**src/rtl/sdram_pkg.sv**
```systemverilog
// sdram_pkg: shared call-bit indices, FSM encodings and timing constants for the SDRAM controller slice
package sdram_pkg;
  localparam int CALL_WR   = 3;
  localparam int CALL_RD   = 2;
  localparam int CALL_REF  = 1;
  localparam int CALL_INIT = 0;
  localparam logic [2:0] S_INIT = 3'd0;
  localparam logic [2:0] S_IDLE = 3'd1;
  localparam logic [2:0] S_WR   = 3'd2;
  localparam logic [2:0] S_RD   = 3'd3;
  localparam logic [2:0] S_REF  = 3'd4;
  localparam logic [2:0] S_ACK  = 3'd5;
  localparam logic [15:0] TREF_DEFAULT = 16'd15600;
  localparam int CLK_MHZ = 133;
  function automatic logic [3:0] call_bit(input int idx);
    return 4'b0001 << idx;
  endfunction
endpackage

```
**src/rtl/sdram_reftimer.sv**
```systemverilog
// sdram_reftimer: refresh interval counter with a sticky, non-accumulating pending flag
// ports: clk, rst_n (async low), enable (count while high), clear (drop pending), pend (refresh owed)
module sdram_reftimer
  import sdram_pkg::*;
#(
  parameter logic [15:0] TREF = TREF_DEFAULT
) (
  input  logic clk,
  input  logic rst_n,
  input  logic enable,
  input  logic clear,
  output logic pend
);
  logic [15:0] cnt;
  logic tick;
  assign tick = enable && cnt == TREF - 16'd1;
  always_ff @(posedge clk or negedge rst_n)
    if (!rst_n) begin
      cnt  <= '0;
      pend <= 1'b0;
    end else begin
      if (enable) cnt <= tick ? '0 : cnt + 16'd1;
      pend <= !clear && (tick || pend);
    end
endmodule

```
**src/rtl/sdram_ctrlmod.sv**
```systemverilog
// sdram_ctrlmod: sequences init, periodic refresh and single-word bus accesses onto sdram_funcmod
// ports: bus side req_i/we_i/sel_i/addr_i/wdata_i -> rdata_o/ack_o, init_done_o;
//        funcmod side call_o/sel_o/addr_o/wdata_o -> done_i/rdata_i
module sdram_ctrlmod
  import sdram_pkg::*;
#(
  parameter logic [15:0] TREF   = TREF_DEFAULT,
  parameter int          ADDR_W = 25
) (
  input  logic              clk,
  input  logic              rst_n,
  input  logic              req_i,
  input  logic              we_i,
  input  logic [3:0]        sel_i,
  input  logic [ADDR_W-1:0] addr_i,
  input  logic [31:0]       wdata_i,
  output logic [31:0]       rdata_o,
  output logic              ack_o,
  output logic              init_done_o,
  output logic [3:0]        call_o,
  input  logic              done_i,
  output logic [3:0]        sel_o,
  output logic [ADDR_W-1:0] addr_o,
  output logic [31:0]       wdata_o,
  input  logic [31:0]       rdata_i
);
  logic [2:0] state;
  logic pend;
  sdram_reftimer #(.TREF(TREF)) u_reftimer (
    .clk,
    .rst_n,
    .enable(init_done_o),
    .clear (state == S_IDLE && pend),
    .pend
  );
  // ack_o is high during the first idle cycle after S_ACK, which doubles as the
  // one-cycle guard against a master that drops req_i late.
  always_ff @(posedge clk or negedge rst_n)
    if (!rst_n) begin
      state       <= S_INIT;
      call_o      <= '0;
      ack_o       <= 1'b0;
      init_done_o <= 1'b0;
      rdata_o     <= '0;
      sel_o       <= '0;
      addr_o      <= '0;
      wdata_o     <= '0;
    end else begin
      ack_o <= state == S_ACK;
      case (state)
        S_INIT:
          if (done_i) begin
            call_o      <= '0;
            init_done_o <= 1'b1;
            state       <= S_IDLE;
          end else call_o <= call_bit(CALL_INIT);
        S_IDLE:
          if (pend) begin
            call_o <= call_bit(CALL_REF);
            state  <= S_REF;
          end else if (req_i && !ack_o) begin
            if (sel_i == 4'h0) state <= S_ACK;
            else begin
              sel_o   <= sel_i;
              addr_o  <= addr_i;
              wdata_o <= wdata_i;
              call_o  <= call_bit(we_i ? CALL_WR : CALL_RD);
              state   <= we_i ? S_WR : S_RD;
            end
          end
        S_WR, S_RD:
          if (done_i) begin
            call_o <= '0;
            if (state == S_RD) rdata_o <= rdata_i;
            state <= S_ACK;
          end
        S_REF:
          if (done_i) begin
            call_o <= '0;
            state  <= S_IDLE;
          end
        default: state <= S_IDLE;
      endcase
    end
endmodule

```
**config.mk**
```make
export PLATFORM = sky130hd
export DESIGN_NAME = sdram_ctrlmod
export DESIGN_NICKNAME = d
export VERILOG_FILES = /design/src/rtl/sdram_pkg.sv /design/src/rtl/sdram_reftimer.sv /design/src/rtl/sdram_ctrlmod.sv
export SDC_FILE = /design/constraint.sdc
export NUM_CORES = 1
export LEC_CHECK = 0
export ABC_AREA = 1
export BUFFER_PORTS_ARGS = -buffer_cell sky130_fd_sc_hd__buf_2
export CAP_MARGIN = 20
export CORE_UTILIZATION = 30
export CTS_CLUSTER_SIZE = 25
export DETAILED_ROUTE_END_ITERATION = 8
export PLACE_DENSITY_LB_ADDON = 0.25
export SLEW_MARGIN = 25
export SYNTH_ARGS = -nofsm -noshare
export SYNTH_HDL_FRONTEND = slang
export SYNTH_SLANG_ARGS = --single-unit
```
**constraint.sdc**
```tcl
create_clock -name clk -period 2.9 [get_ports clk]
set_input_delay 0.435 -clock clk [delete_from_list [all_inputs] [get_ports clk]]
set_output_delay 0.435 -clock clk [all_outputs]
set_load 0.02 [all_outputs]
```
==> impl_results.md <==
* Outcome: completed
* Max stage delay on crit path at 0.53 ns
* Post-synth EDFFs at 0
* Clock skew at 0.009036 ns
* Rows at 47
* Crit share post-route at 72.77%
* DR iter-0 viols at 174
* Drt first pass iters at 4
* Seq/Total Area, Yosys at 57.06%
* Share of layout cells above drive strength 1 at 29.60%
* Synthesized area per cell at 8.417 um^2
* Tightest Hold Check Type: input port to flip-flop
* Slowest-stage cell, CP: nand4_4
* Maximum clock rate at 473.8 MHz
* Startpoint Class: flip-flop
* Clk slew on worst S/H paths at 0.06 ns
* Pin count of the biggest net entering global routing at 73
* Post-route ant nets at 0
* Worst-Margin Slew at 0.7259 ns
* WP data arrival at 2.40 ns
* Required time of the critical path at 3.19 ns
* GR Util All Layers at 14.79%
* Post-Route WL at 12,570 um
* Final Wtd Congestion at 0.8156
* TritonCTS clock tree: built
* Critical path type: flip-flop to flip-flop
* Core Area at 16,760 um^2
* Starting density of the core at 31.14%
* Grt total ovfl at 0
* Sink Count at 119
* Total power at 7.462 mW
* Yosys warns at 0
* Synth area leader: dfrtp_1
* Vias in the first global route at 4,224
* Worst VDD drop at 0.0004163 V
* Port Buffers at 196
* Synth top area share at 57.06%
* H-tree levels at 4
* Post-Syn Area at 5219 um^2
* Final hold vios at 0
* DIE WIDTH at 133.9 um
* CP cell instances: nor2_2 -> nand2_2 -> inv_2 -> nand4_4 -> buf_4 -> nand2_1 -> o21ai_1
* Most common library cells after synthesis: nand2_1, inv_1, dfrtp_1, o21ai_1, nor2_1
* Fin cells at 1,051
* Vias post-DR at 4,441
* Clk_lat worst skew at 0.41 ns
* Top FF cell, synth: dfrtp_1
* RSZ-0062 raised after global routing: false
* Final min period at 2.110 ns
* IO Count at 197
* Max Slew Vio Count at 0
* Post-synthesis instance total at 620
* Power density cells at 1064 nW/um^2
* CP max FO at 45
* Leakage Power at 4.056 nW
* Syn Nets at 719
* Die Area at 17,930 um^2
* Placed Cells incl. Taps at 1,020
* Critical path endpoint category: flip-flop
* Most common cell in the netlist: nand2_1
* Initial antenna violation count at 0
* Relative slew slack at 51.61%
* Layout area overhead at 34.33%
* Max-Cap Viols at 0
* Area contributors post-synth: dfrtp_1, nand2_1, inv_1, o21ai_1, o21ai_0
* Fraction of registers with async set/reset at 100.0%
* Final Setup Violations at 0
* Global-route wire length before repair at 20,630 um
* Sum Neg Setup Slack at 0 ns
* Post-DP HPWL at 9101 um
* Clock Tree Root: clkbuf_16
* Final routed DRC violation total at 0
* Vias per std cell at 4.225
* Max Root-Sink Buffers at 2
* Nets at 919
* WL/cell at 11.96 um
* Synthesized flop and latch total at 119
* Die Y at 133.9 um
* CTS buffer count at 17
* Number of distinct library cells after synthesis at 26
* # diodes at 0
[cell type report]
| class | instances | area [um^2] |
|---|---|---|
| well taps | 220 | 275.3 |
| multi-input cells | 351 | 1617 |
| flip-flops and latches | 119 | 2978 |
| clock inverters | 8 | 123.9 |
| fillers | 1729 | 9749 |
| inverters | 129 | 484.2 |
| clock buffers | 22 | 464.2 |
| repair buffers | 202 | 1069 |
[sequential cells by signal, summed over array words and instances (netlist names), 3 cells and up]
name,count
addr_o,25
state,3
call_o,4
u_reftimer.cnt,16
wdata_o,32
sel_o,4
rdata_o,32
[kinds of logic (layout without fill, tap and decap cells)]
logic type,after synthesis,after routing,synth area share [%]
buf+inv,150,361,12.11
compound gates,111,111,11.58
flops,119,119,57.06
fa+ha+maj,1,1,0.2397
simple gates,235,235,18.34
xor+xnor,4,4,0.6714
[report_power, final]
part	switching, mW	leakage, nW	internal (mW)	total, mW
logic	1.78	2.28	0.914	2.69
clock network	0.726	0.282	1.38	2.11
registers	0.351	1.50	2.31	2.66
[timing repair]
item | CTS | global route
setup endpoints to repair | 0 | 0
hold endpoints to repair | 11 | 0
setup buffers | 0 | 0
resized for setup | 0 | 0
hold buffers | 1 | 0
[layer usage]
| metal | share of wire (%) | track usage (%) | vias to the layer above | wire [um] |
|---|---|---|---|---|
| met4 | 1.6 | 5.997 | 0 | 205 |
| met2 | 45 | 21.91 | 159 | 5622 |
| met1 | 45 | 18.57 | 1971 | 5656 |
| met5 | 0 | 0 | - | 0 |
| met3 | 8.7 | 6.803 | 16 | 1089 |
| li1 | - | - | 2295 | - |
[worst max-delay path: cells and delay by family, from the launching register on]
kind | cells | cell delay [ns]
simple gates | 4 | 0.89
compound gates | 1 | 0.06
flops | 1 | 0.45
buf+inv | 2 | 0.55
[layout by cell type (no fill, tap or decap), types with 3 or more instances in the layout]
cell type	n
buf_12	3
nand3_1	16
bufinv_16	3
o21ai_2	11
o21ai_1	50
nor3_1	5
buf_2	195
inv_1	127
clkbuf_16	17
o21ai_0	42
nor2_1	44
dfrtp_1	119
nand4_1	7
clkbuf_1	3
buf_4	3
nand2_1	158
a21oi_1	5
[path summary, 6_finish.rpt]
path / to / depth (start not counted) / slack, ns / start
min in group asynchronous: u_reftimer.cnt[15] / 2 / 0.42 / rst_n
min reg2reg: addr_o[1] / 2 / 0.47 / addr_o[1]
max in group asynchronous: addr_o[16] / 3 / 1.78 / rst_n
max: sel_o[3] / 7 / 0.79 / state[2]
max reg2reg: sel_o[3] / 7 / 0.79 / state[2]
min: wdata_o[20] / 3 / 0.26 / wdata_i[20]
[stage by stage]
| step | area [um^2] | utilization (%) | setup WS, ns | hold WS (ns) |
|---|---|---|---|---|
| final | 7010 | 41.83 | 0.7896 | 0.2581 |
| after global routing | 7010 | 41.83 | 0.5764 | 0.2399 |
| after CTS | 7003 | 41.78 | 0.7363 | 0.2324 |
| after detailed placement | 6405 | 38.22 | 0.6650 | 0.2993 |
| after global placement | 6405 | 38.22 | 0.6897 | 0.3009 |
| after floorplan | 5219 | - | 1.511 | 0.1394 |
(Power assumes the default switching activity.)
